[src/rtl/demux_8_bit_buf.sv]
// -----------------------------------------------------------------------------
// demux_8_bit_buf
//
// Buffered 1-to-2 byte demultiplexer. A byte presented on the valid/ready input
// stream is steered by in_sel into one of two independent FIFOs. Each FIFO is
// drained by its own valid/ready output port, so the two consumers can apply
// backpressure independently of each other.
//
// Ports:
//   clk, rst_n          clock (rising edge) / asynchronous active-low reset
//   in_data, in_sel     byte to route; in_sel=1 -> port a, in_sel=0 -> port b
//   in_valid, in_ready  input handshake; in_ready reflects the selected FIFO only
//   a_data, a_valid     head of FIFO a / FIFO a non-empty
//   a_ready             consumer a takes the head
//   b_data, b_valid     head of FIFO b / FIFO b non-empty
//   b_ready             consumer b takes the head
//   a_count, b_count    FIFO occupancy, 0..DEPTH
//
// Optional build macro DEMUX_8_BIT_BUF_STATS_EN adds a_total / b_total, 16-bit
// wrapping counts of bytes pushed into each FIFO.
// -----------------------------------------------------------------------------
module demux_8_bit_buf #(
    parameter int WIDTH = 8,
    parameter int DEPTH = 2,
    localparam int CW   = $clog2(DEPTH) + 1
) (
    input  logic             clk,
    input  logic             rst_n,
    input  logic [WIDTH-1:0] in_data,
    input  logic             in_sel,
    input  logic             in_valid,
    output logic             in_ready,
    output logic [WIDTH-1:0] a_data,
    output logic             a_valid,
    input  logic             a_ready,
    output logic [WIDTH-1:0] b_data,
    output logic             b_valid,
    input  logic             b_ready,
    output logic [CW-1:0]    a_count,
    output logic [CW-1:0]    b_count
`ifdef DEMUX_8_BIT_BUF_STATS_EN
    ,
    output logic [15:0]      a_total,
    output logic [15:0]      b_total
`endif
);

    // DEPTH is a power of two, so pointers of this width wrap modulo DEPTH
    // on their own.
    localparam int AW = $clog2(DEPTH);
    localparam logic [CW-1:0] FULL = CW'(DEPTH);

    // Index 0 is FIFO a, index 1 is FIFO b.
    logic [1:0]       push;
    logic [1:0]       pop;
    logic [1:0]       rdy;
    logic [WIDTH-1:0] head [2];
    logic [CW-1:0]    cnt  [2];

    // Readiness depends only on the selected FIFO's occupancy, never on the
    // consumers, so there is no combinational path from a_ready/b_ready.
    assign in_ready = in_sel ? (cnt[0] != FULL) : (cnt[1] != FULL);

    assign push[0] = in_valid && in_ready &&  in_sel;
    assign push[1] = in_valid && in_ready && !in_sel;
    assign rdy     = {b_ready, a_ready};

    for (genvar p = 0; p < 2; p++) begin : g_fifo
        logic [WIDTH-1:0] mem [DEPTH];
        logic [AW-1:0]    wr_ptr;
        logic [AW-1:0]    rd_ptr;
        logic [CW-1:0]    count;

        assign pop[p]  = (count != '0) && rdy[p];
        assign head[p] = mem[rd_ptr];
        assign cnt[p]  = count;

        // NOTE: the storage is tiny and the head is visible on the output port,
        // so it is cleared on reset to give a defined 0 on x_data; larger
        // buffers would normally leave memory unreset.
        // NOTE: all state here uses non-blocking assignments so every register
        // samples pre-edge values, keeping push and pop in the same cycle
        // independent of statement order.
        always_ff @(posedge clk or negedge rst_n) begin
            if (!rst_n) begin
                for (int i = 0; i < DEPTH; i++) begin
                    mem[i] <= '0;
                end
                wr_ptr <= '0;
                rd_ptr <= '0;
                count  <= '0;
            end else begin
                if (push[p]) begin
                    mem[wr_ptr] <= in_data;
                    wr_ptr      <= wr_ptr + 1'b1;
                end
                if (pop[p]) begin
                    rd_ptr <= rd_ptr + 1'b1;
                end
                // Simultaneous push and pop leaves the occupancy unchanged.
                case ({push[p], pop[p]})
                    2'b10:   count <= count + 1'b1;
                    2'b01:   count <= count - 1'b1;
                    default: count <= count;
                endcase
            end
        end
    end

    assign a_data  = head[0];
    assign b_data  = head[1];
    assign a_count = cnt[0];
    assign b_count = cnt[1];
    assign a_valid = (cnt[0] != '0);
    assign b_valid = (cnt[1] != '0);

`ifdef DEMUX_8_BIT_BUF_STATS_EN
    // Push counters; natural 16-bit overflow gives the FFFF -> 0 wrap.
    always_ff @(posedge clk or negedge rst_n) begin
        if (!rst_n) begin
            a_total <= '0;
            b_total <= '0;
        end else begin
            if (push[0]) a_total <= a_total + 16'd1;
            if (push[1]) b_total <= b_total + 16'd1;
        end
    end
`endif

endmodule

[config.mk]
export PLATFORM = sky130hd
export DESIGN_NAME = demux_8_bit_buf
export DESIGN_NICKNAME = d
export VERILOG_FILES = /design/src/rtl/demux_8_bit_buf.sv
export SDC_FILE = /design/constraint.sdc
export NUM_CORES = 1
export LEC_CHECK = 0
export ABC_AREA = 1
export BUFFER_PORTS_ARGS = -buffer_cell sky130_fd_sc_hd__buf_2
export CORE_ASPECT_RATIO = 0.6
export CORE_MARGIN = 5
export CORE_UTILIZATION = 55
export DETAILED_ROUTE_END_ITERATION = 10
export GPL_TIMING_DRIVEN = 1
export HOLD_SLACK_MARGIN = 0.05
export PLACE_DENSITY = 0.79
export SETUP_SLACK_MARGIN = 0.1
export SYNTH_ARGS = -nofsm -noshare
export SYNTH_HDL_FRONTEND = slang
export SYNTH_SLANG_ARGS = --single-unit
export TNS_END_PERCENT = 50
[constraint.sdc]
create_clock -name clk -period 1.9 [get_ports clk]
set_input_delay 0.38 -clock clk [delete_from_list [all_inputs] [get_ports clk]]
set_output_delay 0.38 -clock clk [all_outputs]
set_load 0.02 [all_outputs]
==> metrics.md, run 1 <==
| Metric | Value |
|---|---|
| Wire per inst | `between 10 and 15 um` |
| Largest net degree at the start of global routing | `25` |
| Crit start category | `flip-flop` |
| Clock period minus worst slack | `~1.7 ns` |
| Synth Warn # | `0` |
| Placed Area | `about 0.0022 sq mm` |
| Yosys top cell area share | `50.60%` |
| Yosys reg bits | `40` |
| Detail-routed via count per cell | `approximately 5.0` |
| Worst-path clk slew | `approximately 0.080 ns` |
| RSZ-0062 raised after global routing | `yes` |
| Max Cap Viol | `0` |
| Root Driver | `clkbuf_8` |
| Max Fclk | `between 500 and 600 MHz` |
| First-pass GRT wire length | `between 7000 and 8000 um` |
| HP Class | `in -> reg` |
| Port Buf Inserts | `36` |
| DRT Pass-1 Iters | `4` |
| CTS tree | `yes` |
| Setup TNS | `0 ns` |
| R2R Setup Slk | `about 0.17 ns` |
| Worst-path cell chain | `or2_2 > nand2_1 > inv_1 > ha_1 > a21oi_1 > o21ai_0 > xnor2_1` |
| Max Slew Vio Count | `0` |
| DP HPWL | `~3200 um` |
| Tcrit/Tclk final | `between 90% and 100%` |
| Worst Path Arrival | `1.91 ns` |
| CTS buffer count | `5` |
| Max_slew headroom | `between 70% and 80%` |
| Reg2reg end | `b_count[1]` |
| Post-route cell area | `~0.0024 sq mm` |
| Total number of vias | `1662` |
| ANT cells | `0` |
| Insertion delay to the later sink of the worst-skew pair | `~0.29 ns` |
| Final net count | `300` |
| Clock buffer depth | `2` |
| Most common flop cell mapped by yosys | `dfrtp_1` |
| Worst-Margin Slew | `0.4186 ns` |
| Worst IR drop on VDD | `994.9 uV` |
| Post-synth EDFFs | `0` |
| Yosys top cell by area | `dfrtp_1` |
| # DRC | `0` |
| Crit Path Max Fanout | `6` |
| Mapped cell area | `0.001978 sq mm` |
| Worst hold path depth | `3` |
| Outcome | `complete, no violations` |
| Total wire length | `between 4000 and 5000 um` |
| Synth top area cells | `dfrtp_1 (51%), nand2_1 (23%), nand3_1 (8.1%), nand3_4 (4.4%), inv_1 (1.7%)` |
| P&R area growth vs syn | `18.98%` |
| Clock skew | `0.005545 ns` |
| Crit path largest cell delay | `~0.44 ns` |
| Buf/Inv on CP | `1` |
| Setup WS pre-CTS | `~0.17 ns` |
| Mean Syn Cell Area | `8.382 sq um` |
| Post-Syn Instances | `approximately 240` |
| Core Rows | `16` |
| CP required | `2.08 ns` |
| Fraction of registers with async set/reset | `100.0%` |
| Filler cells | `288` |
| Die height | `~56 um` |
| Post-CTS sizing | `0` |
| Mapped Nets | `roughly 250` |
| Worst r2r src | `b_count[0]` |
| Clock sink count | `40` |
| Ports | `37` |
| Final core utilization | `around 70%` |
| Die W | `87.43 um` |
| Critical-path top delay cell | `dfrtp_1` |
| Initial antenna violation count | `0` |
| Synth cell types | `20` |
| Pwr per Cell Area | `approximately 1800 mW/mm^2` |
| Crit-path leading delay family | `flip-flops` |
| Gpl congestion | `~0.78` |
| Post-route antenna net violation count | `0` |
| Number of DRC markers in iteration 0 | `100` |
| Gr usage total | `19.18%` |
| Starting density of the core | `about 60%` |
| CP Class | `reg -> reg` |
| Finish-stage setup viols | `0` |
| Hold_sp | `in_data[0]` |
| Die area | `0.004936 sq mm` |
| WHS Endpoint | `g_fifo[1].mem[8]` |
| Setup ws final | `about 0.17 ns` |
| Sequential area share after synthesis | `50.60%` |
| Total gr overflow | `0` |
| CP Capture Type | `flip-flop` |
| Hold Fails Final Rpt | `0` |
| Share of layout cells above drive strength 1 | `around a quarter` |
| H-tree levels | `2` |
| Vias in the first global route | `1574` |
| Core ar. | `approximately 0.0034 sq mm` |
| Leak | `~1.3 nW` |
| Worst r2r path cells | `7` |
==> worst max path at each step <==
stage,end,depth (start not counted),start
after floorplan,b_count[1],7,b_count[0]
after global placement,a_count[1],10,in_sel
after detailed placement,a_count[1],10,in_sel
after CTS,b_count[1],7,b_count[0]
after global routing,b_count[1],7,b_count[0]
final,b_count[1],7,b_count[0]
==> cells in the mapped netlist (3+ instances only) <==
| master | count |
|---|---|
| nand3_4 | 5 |
| buf_6 | 3 |
| dfrtp_1 | 40 |
| nand3_1 | 32 |
| nand2_1 | 119 |
| clkinv_1 | 4 |
| xnor2_1 | 3 |
| inv_1 | 9 |
| xor2_1 | 3 |
==> worst register-to-register path, cell delays in order, from the launching register on <==
cell and delay, ns:
dfrtp_1 0.44, or2_2 0.33, nand2_1 0.10, inv_1 0.05, ha_1 0.32, a21oi_1 0.13, o21ai_0 0.11, xnor2_1 0.14
==> report_power, final <==
part / switching, mW / internal (mW) / total, mW
clock: 0.291 / 0.290 / 0.580
sequential: 0.239 / 1.26 / 1.50
combinational: 1.36 / 0.719 / 2.08
==> metal layers <==
| metal | GRT usage (%) | routed length [um] | up-vias |
|---|---|---|---|
| li1 | - | - | 842 |
| met1 | 28.39 | 2154 | 765 |
| met2 | 27.36 | 1913 | 50 |
| met3 | 4.678 | 307 | 5 |
| met4 | 5.908 | 46 | 0 |
| met5 | 0 | 0 | - |
==> per-stage QoR <==
| stage | total power, mW | hold slack, ns | cells |
|---|---|---|---|
| after global placement | 3.523 | 0.3380 | 319 |
| after CTS | 4.152 | 0.3637 | 328 |
| final | 4.158 | 0.3711 | 330 |
| after global routing | 4.473 | 0.3645 | 330 |
| after detailed placement | 3.570 | 0.3340 | 319 |
| after floorplan | 2.924 | 0.08441 | 236 |
==> cell families (layout without fill, tap and decap cells) <==
logic type,count (synthesis),in the layout,share of synthesized area (%)
compound gates,4,4,1.012
xor+xnor,6,6,2.657
fa+ha+maj,2,2,1.265
buf+inv,20,69,5.439
flops,40,40,50.60
simple gates,164,164,39.03
==> sequential cells by signal (all words and copies together), names as in the netlist <==
name           count
a_count            2
g_fifo.wr_ptr      2
g_fifo.rd_ptr      2
b_count            2
g_fifo.mem        32
==> placed cells by master (no fill, tap or decap), drive strengths merged <==
cell         count
inv              9
dlygate4sd3      1
clkbuf           6
ha               2
o21ai            2
dfrtp           40
xor2             3
clkinv           6
nor2             4
or2              1
nand2          121
nand3           38
buf             47
xnor2            3
a21oi            2
==> area by class of cell <==
class / count / area, sq um / share of cell area, %
Sequential cell: 40 / 1001 / 42.53
Multi-Input combinational cell: 176 / 869.6 / 36.95
Timing Repair Buffer: 48 / 285.3 / 12.12
Clock buffer: 6 / 82.58 / 3.509
Tap cell: 45 / 56.30 / 2.392
Inverter: 13 / 48.80 / 2.073
Clock inverter: 2 / 10.01 / 0.4253
==> timing repair <==
action                     4_1_cts  5_1_grt
hold endpoints to repair        16        0
buffers inserted                 0        2
hold buffers                     1        0
setup endpoints to repair        0        2
(Power assumes the default switching activity.)
==> run 2, diff against run 1 <==
--- a/config.mk
+++ b/config.mk
@@ -6,14 +6,16 @@
 export NUM_CORES = 1
 export LEC_CHECK = 0
 export ABC_AREA = 1
-export BUFFER_PORTS_ARGS = -buffer_cell sky130_fd_sc_hd__buf_2
 export CORE_ASPECT_RATIO = 0.6
 export CORE_MARGIN = 5
-export CORE_UTILIZATION = 55
+export CORE_UTILIZATION = 62
+export CTS_CLUSTER_DIAMETER = 60
 export DETAILED_ROUTE_END_ITERATION = 10
+export DONT_BUFFER_PORTS = 1
 export GPL_TIMING_DRIVEN = 1
 export HOLD_SLACK_MARGIN = 0.05
-export PLACE_DENSITY = 0.79
+export MAX_ROUTING_LAYER = met4
+export PLACE_DENSITY = 0.78
 export SETUP_SLACK_MARGIN = 0.1
 export SYNTH_ARGS = -nofsm -noshare
 export SYNTH_HDL_FRONTEND = slang
==> run 2 against run 1 <==
  * Global-route usage increased by 1.7 points
  * Cell area decreased by 8.5%
  * Sequential power increased by 4%
  * Fmax increased by 3.1%
  * Clock power decreased by 10%
  * Clock-buffer cell count unchanged
  * Wire length decreased by 5.5%
  * Clock skew decreased by 0.00053 ns
  * Core utilization increased by 2.7 points
  * Power decreased by 7.4%
  * Worst setup slack improved by 0.052 ns
  * Critical path depth unchanged
  * Highest routed layer unchanged
==> metrics.md, run 2 (synthesized netlist as in run 1, its figures left out) <==
| Metric | Value |
|---|---|
| Outcome | `complete, no violations` |
| Most frequent cells in the layout | `nand2_1 (119), dfrtp_1 (40), nand3_1 (32)` |
| DRT Pass-1 Iters | `4 (unchanged)` |
| Most common cell after layout, fill and taps aside | `nand2_1` |
| Worst-Margin Slew | `0.4267 ns (+0.008052 ns)` |
| Final Power | `3.850 mW (-7.4%)` |
| Setup Fix Bufs, Post-CTS | `0 (unchanged)` |
| Total number of vias | `1605 (-3.4%)` |
| Max Cap Viol | `0 (unchanged)` |
| Critical-path top delay cell | `dfrtp_1` |
| Share of layout cells above drive strength 1 | `12.10% (-12 points)` |
| Crit start category | `flip-flop` |
| Die height | `53.76 um (-4.8%)` |
| CTS tree | `yes` |
| Max_slew headroom | `71.55% (-0.54 points)` |
| Wire per inst | `14.41 um (+7.5%)` |
| Placed Area | `0.002047 sq mm (-8.4%)` |
| Finish-stage setup viols | `0 (unchanged)` |
| Storage cell area | `0.001001 sq mm (unchanged)` |
| Tcrit/Tclk final | `88.42% (-2.7 points)` |
| Filler cells | `240 (-17%)` |
| Initial antenna violation count | `0 (unchanged)` |
| Clock sink count | `40 (unchanged)` |
| Root Driver | `clkbuf_8` |
| CTS Hold Bufs | `2 (+1)` |
| Post-CTS sizing | `0 (unchanged)` |
| Core ar. | `0.002965 sq mm (-12%)` |
| Crit path largest cell delay | `0.41 ns (-0.03 ns)` |
| Largest register FFs | `32 (unchanged)` |
| Vias in the first global route | `1537 (-2.4%)` |
| H-tree levels | `2 (unchanged)` |
| Clock buffer depth | `2 (unchanged)` |
| Clock period minus worst slack | `1.680 ns (-0.05215 ns)` |
| Total gr overflow | `0 (unchanged)` |
| Worst-path clk slew | `0.08 ns (about the same)` |
| Worst IR drop on VDD | `1097 uV (+10%)` |
| DP HPWL | `3017 um (-4.7%)` |
| Max Slew Vio Count | `0 (unchanged)` |
| Final net count | `264 (-12%)` |
| Clock skew | `0.005019 ns (-0.0005266 ns)` |
| Starting density of the core | `66.71% (+7.9 points)` |
| Insertion delay to the later sink of the worst-skew pair | `0.28 ns (about the same)` |
| CTS buffer count | `5 (unchanged)` |
| Ports | `37 (unchanged)` |
| # DRC | `0 (unchanged)` |
| Core Rows | `15 (-1)` |
| Leak | `1.151 nW (-12%)` |
| Gr usage total | `20.92% (+1.7 points)` |
| Number of DRC markers in iteration 0 | `92 (-8.0%)` |
| Post-route cell area | `0.002155 sq mm (-8.5%)` |
| Port Buf Inserts | `0 (-100%)` |
| HP Class | `in -> reg` |
| Die W | `82.92 um (-5.2%)` |
| Hold Fails Final Rpt | `0 (unchanged)` |
| Post-route antenna net violation count | `0 (unchanged)` |
| First-pass GRT wire length | `7127 um (-3.6%)` |
| Worst Path Arrival | `1.85 ns (-0.06 ns)` |
| Die area | `0.004457 sq mm (-9.7%)` |
| CP required | `2.07 ns (about the same)` |
| CP Class | `reg -> reg` |
| Gpl congestion | `0.8354 (+7.7%)` |
| Worst-path cell chain | `or2_2 > nand2_1 > inv_1 > ha_1 > a21oi_1 > o21ai_0 > xnor2_1` |
| CP Capture Type | `flip-flop` |
| ANT cells | `0 (unchanged)` |
| Largest net degree at the start of global routing | `41 (+64%)` |
| Pwr per Cell Area | `1787 mW/mm^2 (+1.1%)` |
| Register name with the most flops | `g_fifo.mem` |
| Area of the multi-input gates | `869.6 sq um (unchanged)` |
| Crit Path Max Fanout | `3 (-3)` |
| RSZ-0062 raised after global routing | `no` |
| Max Fclk | `595.3 MHz (+3.1%)` |
| Crit-path leading delay family | `simple AND/OR/NAND/NOR gates` |
| Buf/Inv on CP | `1 (unchanged)` |
| Total wire length | `4178 um (-5.5%)` |
| Detail-routed via count per cell | `5.534 (+9.9%)` |
| P&R area growth vs syn | `8.919%` |
| Setup TNS | `0 ns (unchanged)` |
[run 2: layout make-up]
cell class	count	area share, %
flip-flops and latches	40	46.46
multi-input cells	176	40.36
repair buffers	12	4.878
clock buffers	6	3.368
well taps	42	2.439
inverters	13	2.265
clock inverters	1	0.2323
[run 2: power breakdown]
group	switching [mW]	total, mW	internal (mW)
clock network	0.272	0.521	0.250
logic	1.24	1.77	0.533
registers	0.300	1.56	1.26
[run 2: final timing paths]
check,start,slack [ns],end,depth (start not counted)
min in group asynchronous,rst_n,0.55,g_fifo[0].mem[15],2
hold / removal,in_data[0],0.23,g_fifo[0].mem[0],2
setup reg to reg,b_count[0],0.22,b_count[1],7
hold reg to reg,g_fifo[1].mem[13],0.47,g_fifo[1].mem[13],2
setup / recovery,b_count[0],0.22,b_count[1],7
max in group asynchronous,rst_n,1.16,g_fifo[1].mem[6],2
[run 2: through the flow]
| step | utilization, % | setup slack, ns | std cells | hold slack (ns) |
|---|---|---|---|---|
| floorplan | - | 0.1009 | 236 | 0.08441 |
| global placement | 69.03 | 0.3237 | 281 | 0.08521 |
| detailed placement | 69.03 | 0.2331 | 281 | 0.08513 |
| CTS | 72.66 | 0.2188 | 290 | 0.2317 |
| global route | 72.66 | 0.1534 | 290 | 0.2221 |
| finish | 72.66 | 0.2200 | 290 | 0.2290 |
[run 2: metal layers]
| layer | wire [um] | GRT usage [%] | up-vias |
|---|---|---|---|
| li1 | - | - | 758 |
| met5 | 0 | - | - |
| met4 | 39 | 5.978 | 0 |
| met2 | 1847 | 33.78 | 73 |
| met1 | 1917 | 26.16 | 768 |
| met3 | 374 | 6.269 | 6 |
[run 2: worst register-to-register path, delay by kind of cell (launching register included)]
kind / cells / cell delay, ns
fa+ha+maj: 1 / 0.31
simple gates: 2 / 0.44
buf+inv: 1 / 0.05
xor+xnor: 1 / 0.13
compound gates: 2 / 0.23
flops: 1 / 0.41
